`config.mk`:
```
export PLATFORM = sky130hd
export DESIGN_NAME = jtframe_ba_sched
export DESIGN_NICKNAME = d
export VERILOG_FILES = /design/src/rtl/jtframe_sdram_pkg.sv /design/src/rtl/jtframe_rr_pick.sv /design/src/rtl/jtframe_ba_sched.sv
export SDC_FILE = /design/constraint.sdc
export NUM_CORES = 1
export LEC_CHECK = 0
export ABC_AREA = 1
export BUFFER_PORTS_ARGS = -buffer_cell sky130_fd_sc_hd__buf_4
export CAP_MARGIN = 10
export CORE_MARGIN = 4
export CORE_UTILIZATION = 46
export CTS_CLUSTER_SIZE = 20
export DETAILED_ROUTE_END_ITERATION = 12
export GPL_TIMING_DRIVEN = 0
export PLACE_DENSITY_LB_ADDON = 0.15
export SETUP_SLACK_MARGIN = 0.5
export SYNTH_ARGS = -nofsm -noshare
export SYNTH_HDL_FRONTEND = slang
export SYNTH_SLANG_ARGS = --single-unit
export TNS_END_PERCENT = 1
```
`constraint.sdc`:
```
create_clock -name clk -period 3 [get_ports clk]
set_input_delay 0.15 -clock clk [delete_from_list [all_inputs] [get_ports clk]]
set_output_delay 0.15 -clock clk [all_outputs]
set_load 0.02 [all_outputs]
```
`src/rtl/jtframe_sdram_pkg.sv`:
```
// Shared types and helpers for the SDRAM bank-port scheduling blocks.
package jtframe_sdram_pkg;

    localparam int MAX_SLOTS = 8;
    localparam int PTR_W     = 3;

    typedef enum logic [1:0] {
        IDLE,
        CMD,
        WAIT
    } ba_state_t;

    // Round-robin search: first set bit of req at or after ptr, wrapping at
    // slots. Returns {found, index}. The smallest offset from ptr wins, so the
    // loop walks offsets from the far end down and lets nearer hits overwrite.
    function automatic logic [PTR_W:0] rr_first(
        input logic [MAX_SLOTS-1:0] req,
        input logic [PTR_W-1:0]     ptr,
        input int                   slots
    );
        logic [PTR_W:0]   res;
        logic [PTR_W-1:0] k3;
        int               k;
        res = '0;
        for (int o = MAX_SLOTS - 1; o >= 0; o--) begin
            if (o < slots) begin
                k = int'(ptr) + o;
                if (k >= slots) begin
                    k = k - slots;
                end
                k3 = k[PTR_W-1:0];
                if (req[k3]) begin
                    res = {1'b1, k3};
                end
            end
        end
        return res;
    endfunction

endpackage

```
`src/rtl/jtframe_rr_pick.sv`:
```
// Combinational round-robin picker: request vector + pointer -> one-hot grant.
module jtframe_rr_pick
    import jtframe_sdram_pkg::*;
#(
    parameter int SLOTS = 4
) (
    input  logic [SLOTS-1:0] req,
    input  logic [PTR_W-1:0] ptr,
    output logic [SLOTS-1:0] gnt,
    output logic [PTR_W-1:0] idx,
    output logic             valid
);

    logic [MAX_SLOTS-1:0] req_ext;
    logic [PTR_W:0]       pick;

    // Widen the request vector to the fixed width the helper works on.
    always_comb begin
        req_ext             = '0;
        req_ext[SLOTS-1:0]  = req;
    end

    assign pick  = rr_first(req_ext, ptr, SLOTS);
    assign valid = pick[PTR_W];
    assign idx   = pick[PTR_W-1:0];

    genvar gi;
    generate
        for (gi = 0; gi < SLOTS; gi++) begin : g_gnt
            assign gnt[gi] = valid && (idx == PTR_W'(gi));
        end
    endgenerate

endmodule

```
`src/rtl/jtframe_ba_sched.sv`:
```
// Round-robin scheduler sharing one SDRAM bank port among SLOTS requesters.
module jtframe_ba_sched
    import jtframe_sdram_pkg::*;
#(
    parameter int SLOTS = 4,
    parameter int AW    = 22,
    parameter int TOUT  = 255
) (
    input  logic                clk,
    input  logic                rst_n,
    input  logic                downloading,
    input  logic [SLOTS-1:0]    slot_req,
    input  logic [SLOTS-1:0]    slot_we,
    input  logic [SLOTS*AW-1:0] slot_addr,
    input  logic [SLOTS*16-1:0] slot_din,
    input  logic [SLOTS*2-1:0]  slot_din_m,
    output logic [SLOTS-1:0]    slot_ack,
    output logic [SLOTS-1:0]    slot_dst,
    output logic [SLOTS-1:0]    slot_dok,
    output logic [SLOTS-1:0]    slot_rdy,
    output logic [SLOTS-1:0]    slot_err,
    output logic [AW-1:0]       ba_addr,
    output logic                ba_rd,
    output logic                ba_wr,
    output logic [15:0]         ba_din,
    output logic [1:0]          ba_din_m,
    input  logic                ba_ack,
    input  logic                ba_dst,
    input  logic                ba_dok,
    input  logic                ba_rdy,
    output logic                busy
);

    localparam int WDW = $clog2(TOUT + 1);

    ba_state_t        state_reg;
    logic [PTR_W-1:0] ptr_reg;
    logic [SLOTS-1:0] owner_oh_reg;
    logic [WDW-1:0]   wd_reg;
    logic [SLOTS-1:0] slot_ack_reg, slot_rdy_reg, slot_err_reg;
    logic [AW-1:0]    ba_addr_reg;
    logic             ba_rd_reg, ba_wr_reg;
    logic [15:0]      ba_din_reg;
    logic [1:0]       ba_din_m_reg;

    logic [SLOTS-1:0] pick_gnt;
    logic [PTR_W-1:0] pick_idx;
    logic             pick_valid;
    logic [PTR_W-1:0] ptr_next;
    logic             sel_we;
    logic [AW-1:0]    sel_addr;
    logic [15:0]      sel_din;
    logic [1:0]       sel_din_m;

    jtframe_rr_pick #(
        .SLOTS (SLOTS)
    ) u_pick (
        .req   (slot_req),
        .ptr   (ptr_reg),
        .gnt   (pick_gnt),
        .idx   (pick_idx),
        .valid (pick_valid)
    );

    assign ptr_next = (pick_idx == PTR_W'(SLOTS - 1)) ? '0 : pick_idx + PTR_W'(1);

    // Mux the granted slot's command fields with the one-hot grant.
    always_comb begin
        sel_we    = 1'b0;
        sel_addr  = '0;
        sel_din   = '0;
        sel_din_m = '0;
        for (int k = 0; k < SLOTS; k++) begin
            if (pick_gnt[k]) begin
                sel_we    = slot_we[k];
                sel_addr  = slot_addr[k*AW +: AW];
                sel_din   = slot_din[k*16 +: 16];
                sel_din_m = slot_din_m[k*2 +: 2];
            end
        end
    end

    // Grant / command / wait FSM with registered strobes and slot pulses.
    always_ff @(posedge clk) begin
        if (!rst_n) begin
            state_reg    <= IDLE;
            ptr_reg      <= '0;
            owner_oh_reg <= '0;
            wd_reg       <= '0;
            slot_ack_reg <= '0;
            slot_rdy_reg <= '0;
            slot_err_reg <= '0;
            ba_addr_reg  <= '0;
            ba_rd_reg    <= 1'b0;
            ba_wr_reg    <= 1'b0;
            ba_din_reg   <= '0;
            ba_din_m_reg <= 2'b00;
        end else begin
            slot_ack_reg <= '0;
            slot_rdy_reg <= '0;
            slot_err_reg <= '0;
            case (state_reg)
                IDLE: begin
                    if (!downloading && pick_valid) begin
                        state_reg    <= CMD;
                        owner_oh_reg <= pick_gnt;
                        ptr_reg      <= ptr_next;
                        ba_addr_reg  <= sel_addr;
                        ba_din_reg   <= sel_din;
                        ba_din_m_reg <= sel_din_m;
                        ba_rd_reg    <= ~sel_we;
                        ba_wr_reg    <= sel_we;
                    end
                end
                CMD: begin
                    // The controller cannot be cancelled: hold until ack even
                    // if the owner withdraws its request.
                    if (ba_ack) begin
                        ba_rd_reg    <= 1'b0;
                        ba_wr_reg    <= 1'b0;
                        slot_ack_reg <= owner_oh_reg;
                        wd_reg       <= '0;
                        if (ba_rdy) begin
                            slot_rdy_reg <= owner_oh_reg;
                            owner_oh_reg <= '0;
                            state_reg    <= IDLE;
                        end else begin
                            state_reg    <= WAIT;
                        end
                    end
                end
                WAIT: begin
                    if (ba_rdy) begin
                        slot_rdy_reg <= owner_oh_reg;
                        owner_oh_reg <= '0;
                        state_reg    <= IDLE;
                    end else if (wd_reg == WDW'(TOUT)) begin
                        slot_err_reg <= owner_oh_reg;
                        owner_oh_reg <= '0;
                        state_reg    <= IDLE;
                    end else if (wd_reg != '1) begin
                        wd_reg <= wd_reg + WDW'(1);
                    end
                end
                default: begin
                    state_reg <= IDLE;
                end
            endcase
        end
    end

    assign slot_ack = slot_ack_reg;
    assign slot_rdy = slot_rdy_reg;
    assign slot_err = slot_err_reg;
    assign slot_dst = owner_oh_reg & {SLOTS{ba_dst}};
    assign slot_dok = owner_oh_reg & {SLOTS{ba_dok}};
    assign ba_addr  = ba_addr_reg;
    assign ba_rd    = ba_rd_reg;
    assign ba_wr    = ba_wr_reg;
    assign ba_din   = ba_din_reg;
    assign ba_din_m = ba_din_m_reg;
    assign busy     = (state_reg != IDLE);

endmodule

```
Word-level counts from Yosys, hierarchy flattened

Index checks and enable logic that the tools add are counted.

Multiplexer cells: 58
$lt $le $gt $ge: 8
Bitwise gates (word level): 6
Add/sub/neg operators: 9
Shifts and indexed selects: 0
Reductions and logical operators: 19
Equal/unequal tests: 14
Multipliers: 0
Divide/modulo/power cells: 0

Operators by type and width:

| operator                                            | number |
|---|---|
| 2-to-1 mux 22 bit                                   | 4 |
| 2-to-1 mux 16 bit                                   | 4 |
| 2-to-1 mux 4 bit                                    | 11 |
| 2-to-1 mux 8 bit                                    | 4 |
| 2-to-1 mux 2 bit                                    | 9 |
| < comparator 3 x 4 -> 1 bit, second input constant  | 4 |
| case mux 8 bit (2 select lines)                     | 1 |
| 2-to-1 mux 3 bit                                    | 5 |
| binary-select mux 1 bit (select 3 bit)              | 4 |
| >= comparator 4 x 3 -> 1 bit, second input constant | 3 |
| inequality test 2 bit, second input constant        | 6 |
| case mux 4 bit (3 select lines)                     | 1 |
| subtractor 3 bit, second input constant             | 4 |
| 2-to-1 mux 1 bit                                    | 11 |
| AND reduction 5 bit                                 | 2 |
| AND reduction 3 bit                                 | 3 |
| adder 3 x 2 -> 4 bit, second input constant         | 2 |
| adder 8 x 1 -> 8 bit, second input constant         | 1 |
| bitwise AND 4 bit                                   | 2 |
| equality test 8 bit, second input constant          | 1 |
| inequality test 8 bit, second input constant        | 1 |
| case mux 4 bit (2 select lines)                     | 1 |
| equality test 3 x 2 -> 1 bit, second input constant | 2 |
| case mux 2 bit (3 select lines)                     | 1 |
| other kinds (17)                                    | 27 |

Output and inout bits: 63
Bits in latches: 0
Bits in writable memories: 0
Memories: 0
Bits in registers: 71
Bits in read-only memories: 0
Bits of input ports: 175
Logic and storage cells: 126

Logic depth before layout (Yosys ltp)

Depth in word-level cells: 18
Mapped depth: 19

By module

Synthesis repeated with hierarchy kept, for this count alone.

Cell total of the unflattened synthesis: 648
Area total of the unflattened synthesis: 4245.3 um2

By module, submodules not included:

| module           | cells each | instances | area each (um2) |
|---|---|---|---|
| jtframe_ba_sched | 583        | 1         | 3917.5 |
| jtframe_rr_pick  | 65         | 1         | 327.8 |

Worst setup path before layout

No wires, ideal clock.

Kind: register to register
Start point: register ptr_reg[0]
End point: register ba_addr_reg[21] (netlist: ba_addr[21])
Cell stages (with the launch flop): 19
Required time: 2.930 ns
Arrival time: 2.598 ns
Library setup time: 0.070 ns
Setup slack: 0.332 ns
Path buffers: 1
Clock period less this slack: 2.668 ns
Cells stage by stage: dfxtp_1 > inv_2 > ha_1 > inv_1 > nand3_1 > nand3_1 > nor2_1 > inv_1 > nor2_1 > inv_1 > a31oi_1 > inv_1 > ha_1 > inv_1 > clkbuf_1 > nand4_1 > nand3_1 > nand3_1 > a21oi_1

Cells in the longest elaborated chain, start to end: 15
Elaborated cells between the ends (all ways): 41
Those cells by class: 7 x add/sub; 4 x order compare; 3 x eq/ne; 20 x mux; 7 x reduce/logical

Ends and longest elaborated chain:

| element                                                                 | RTL line                                         | text |
|---|---|---|
| start: declaration                                                      | jtframe_ba_sched.sv:37                           | `logic [PTR_W-1:0] ptr_reg;` |
| start signal: assignment                                                | jtframe_ba_sched.sv:107                          | `ptr_reg <= ptr_next;` |
| adder 3 x 2 -> 4 bit                                                    | jtframe_sdram_pkg.sv:27                          | `k = int'(ptr) + o;` |
| >= comparator 4 x 3 -> 1 bit / subtractor 3 bit (equally long branches) | jtframe_sdram_pkg.sv:28, jtframe_sdram_pkg.sv:29 |  |
| 2-to-1 mux 3 bit                                                        | jtframe_sdram_pkg.sv:28                          | `if (k >= slots) begin` |
| binary-select mux 1 bit (select 3 bit)                                  | jtframe_sdram_pkg.sv:32                          | `if (req[k3]) begin` |
| 2-to-1 mux 1 bit (implied by the code)                                  | jtframe_sdram_pkg.sv:32                          |  |
| 2-to-1 mux 4 bit (3 in series)                                          | jtframe_sdram_pkg.sv:32                          |  |
| 2-to-1 mux 4 bit *                                                      | jtframe_sdram_pkg.sv:32                          |  |
| logical NOT 3 bit                                                       | jtframe_rr_pick.sv:30                            | `assign gnt[gi] = valid && (idx == PTR_W'(gi));` |
| logical AND 1 bit                                                       | jtframe_rr_pick.sv:30                            |  |
| 2-to-1 mux 22 bit (4 in series)                                         | jtframe_ba_sched.sv:74                           | `if (pick_gnt[k]) begin` |
| end signal: assignment                                                  | jtframe_ba_sched.sv:108                          | `ba_addr_reg <= sel_addr;` |
| end: declaration                                                        | jtframe_ba_sched.sv:41                           | `logic [AW-1:0] ba_addr_reg;` |

Mark *: on every way between the ends. The rest lies on a longest branch, timed or not. The select of a mux whose other input is x is not followed.
A chain may end at the register's enable or synchronous reset.

Worst setup path after layout

Ends and elaborated chain as after synthesis.

==> results.py <==
metrics = {
    "run_status": {
        "status": "finished clean",
    },
    "grt": {
        "antenna_found_initial": 0,
        "track_usage": 0.306,
        "overflow": 0,
        "grt_pass1_wl_um": 28000,
        "grt_pass1_vias": 5780,
        "grt_max_degree": 13,
    },
    "yosys": {
        "ys_seq_area_frac": 0.322,
        "synth_area_leader_cell": "dfxtp_1",
        "syn_nets": 836,
        "synth_cell_types": 32,
        "syn_area_sq_um": 4420,
        "synthArstFlopShare": 0,
        "synth_edf_count": 0,
        "postSynthCellCount": 649,
        "synth_top_area_frac": 0.322,
        "synth_area_leaders": "dfxtp_1 32%, nand3_1 11%, a21oi_1 11%, nand2_1 7.7%, nand4_1 6.1%",
        "synth_seq_cells": 71,
        "yosysMostFrequentCell": "nand3_1",
        "ys_warn_count": 0,
        "synth_flop_cell": "dfxtp_1",
        "syn_area_per_cell_sq_um": 6.81,
        "synth_common_cells": "101 x nand3_1, 94 x a21oi_1, 91 x nand2_1",
    },
    "routing": {
        "vias_per_cell": 5.63,
        "first_iter_violations": 393,
        "drc": 0,
        "drt-total-wl_um": 19000,
        "first_pass_iters": 7,
        "vias": 5914,
        "drtAntennaViolNets": 0,
        "wl_per_cell_um": 18.1,
    },
    "timing": {
        "fmax_ghz": 0.385,
        "layout_min_cycle_time_ns": 2.60,
        "clock_skew_ns": 0.0143,
        "slew_headroom": 0.564,
        "tightest_slew_ns": 0.647,
        "rsz0062_at_grt": "true",
        "finalHoldViolations": 0,
        "fin_ws_ns": 0.405,
        "drv_slew": 0,
        "setup_viol_count_final": 0,
        "fin_crit_sh": 0.865,
    },
    "power": {
        "peakVddDrop_uv": 936,
        "internal-power_uw": 5720,
        "switching_share": 0.501,
        "p_sw_uw": 5740,
        "p_seq_frac": 0.128,
        "fin_total_pwr_uw": 11500,
        "pwr-share-clk": 0.074,
        "leakage_uw": 0.00357,
        "pwr-share-comb": 0.798,
        "pwr_density_cell_nw_per_um2": 1560,
    },
    "final_layout": {
        "largest_reg_flops": 22,
        "nets": 1103,
        "drive_gt1_frac": 0.473,
        "area.growth.synth_to_final_pct": 66.3,
        "nFillCells": 648,
        "stdcell_count": 1050,
        "final_area_sq_um": 7350,
        "diodes": 0,
        "post-route-util": 0.791,
    },
    "critical_path": {
        "timing.rr.end": "ba_addr[21]$_SDFFE_PN0P_",
        "crit_fanout": 8,
        "r2r.worst_path.cells": 17,
        "rrSetupSlack_ns": 0.40,
        "cp.required_ns": 3.24,
        "arrival_ns": 2.83,
        "cp-end-kind": "flop",
        "worstSetupStartpointType": "flop",
        "reg2reg_from": "ptr_reg[0]$_SDFFE_PN0P_",
        "critPathKind": "flop to flop",
    },
    "clock_tree": {
        "cts.htree.levels": 3,
        "clkTransAtPathRegs_ns": 0.08,
        "insertion_delay_ns": 0.36,
        "clockRootBuffer": "clkbuf_8",
        "cts_hold_buf": 0,
        "numCtsBuffers": 9,
        "clkSinkCount": 71,
        "cts_tree": "yes",
        "ctsLongestPathBuffers": 2,
    },
    "placed_design": {
        "gp_congestion": 0.938,
        "dp.cells": 1015,
        "port_buffers": 237,
        "place_ws_ns": -0.158,
        "dpl_cell_area_sq_um": 6370,
        "dpl.hpwl_um": 13600,
    },
    "min_path": {
        "holdPathStages": 3,
        "hp-start": "slot_din[61]",
        "hold_class": "input pin to flop",
        "hold_end": "ba_din[13]$_SDFFE_PN0P_",
    },
    "floorplan": {
        "pin_count": 238,
        "start_util": 0.476,
        "dieArea_sq_um": 11200,
        "fp.dieW_um": 106,
        "die_y_um": 106,
        "num_rows": 35,
        "design.core.area_sq_um": 9280,
    },
    "job": {
        "drv_cap": 0,
    },
}
kinds of logic after synthesis:
| group | after synthesis | synth area share |
|---|---|---|
| AO/OA/AOI/OAI | 152 | 0.176 |
| XOR/XNOR | 2 | 0.00397 |
| adder cells (fa/ha/maj) | 12 | 0.0340 |
| buffers and inverters | 94 | 0.102 |
| flip-flops | 71 | 0.322 |
| AND/OR/NAND/NOR | 318 | 0.363 |
worst max path at each step:
| stage | slack (ns) | to | from | cells past startpoint |
|---|---|---|---|---|
| global placement | -0.006 | ba_addr[4]$_SDFFE_PN0P_ | ptr_reg[1]$_SDFFE_PN0P_ | 17 |
| floorplan | 0.50 | ba_addr[14]$_SDFFE_PN0P_ | ptr_reg[1]$_SDFFE_PN0P_ | 18 |
| CTS | 0.52 | ba_addr[1]$_SDFFE_PN0P_ | ptr_reg[0]$_SDFFE_PN0P_ | 18 |
| detailed placement | -0.16 | ba_addr[1]$_SDFFE_PN0P_ | ptr_reg[0]$_SDFFE_PN0P_ | 17 |
| global route | 0.27 | ba_addr[21]$_SDFFE_PN0P_ | ptr_reg[0]$_SDFFE_PN0P_ | 20 |
| finish | 0.40 | ba_addr[21]$_SDFFE_PN0P_ | ptr_reg[0]$_SDFFE_PN0P_ | 17 |
power groups by stage:
stage               registers, uW  clock network [uW]  logic [uW]
floorplan                    1740                   0        4360
global placement             1460                   0        6420
detailed placement           1470                   0        6580
CTS                          1450                 839        7800
global route                 1490                 889        9730
finish                       1470                 845        9140
layer usage:
metal | share of wire | up-vias | GRT usage | wire, um
li1 | - | 2768 | - | -
met1 | 0.37 | 2770 | 0.350 | 7000
met2 | 0.52 | 323 | 0.542 | 9850
met3 | 0.082 | 53 | 0.0716 | 1560
met4 | 0.029 | 0 | 0.137 | 548
met5 | 0 | - | 0 | 0
worst max-delay path, stage by stage, from the launching register on:
cell,delay (ns)
dfxtp_4,0.40
buf_6,0.14
ha_1,0.18
nand4_1,0.17
nand3_4,0.18
nor2_2,0.06
nand2_1,0.09
nand2_2,0.08
a31oi_4,0.21
inv_2,0.10
ha_4,0.21
nand2_4,0.10
clkinv_8,0.10
clkbuf_16,0.19
nand2_2,0.06
nand3_2,0.07
nand3_2,0.09
a21oi_1,0.06
layout make-up:
| type | instances | area [sq um] | area share |
|---|---|---|---|
| clock inverters | 4 | 51.3 | 0.00698 |
| multi-input cells | 484 | 2870 | 0.391 |
| flip-flops and latches | 71 | 1430 | 0.194 |
| inverters | 47 | 219 | 0.0298 |
| repair buffers | 256 | 1990 | 0.270 |
| plain buffers | 47 | 467 | 0.0635 |
| well taps | 129 | 161 | 0.0220 |
| clock buffers | 12 | 165 | 0.0225 |
through the flow:
| stage | hold WS (ns) | TNS [ns] |
|---|---|---|
| after floorplan | 0.344 | 0 |
| after global routing | 0.0887 | 0 |
| after detailed placement | 0.443 | -2.87 |
| after global placement | 0.438 | -0.00943 |
| final | 0.0781 | 0 |
| after CTS | 0.0770 | 0 |
placed cells by master, fill, tap and decap left out, drive strengths merged:
master    count
xor2          2
dfxtp        71
nand4        44
o31a          1
or2          40
buf         290
ha           12
o21a          1
a21oi        94
nor3          5
a211oi        2
inv          46
a31oi         1
nand2        97
o21ai        52
nand3       103
bufinv        1
clkinv        3
o211ai        1
clkinvlp      1
clkbuf       25
nor2         29
timing repair:
item / 4_1_cts / 5_1_grt
gates cloned: 4 / 3
resized for setup: 75 / 77
pin swaps: 15 / 28
setup buffers: 8 / 4
endpoints found under the setup margin: 46 / 47
No activity file was read; power rests on OpenSTA's default activity.
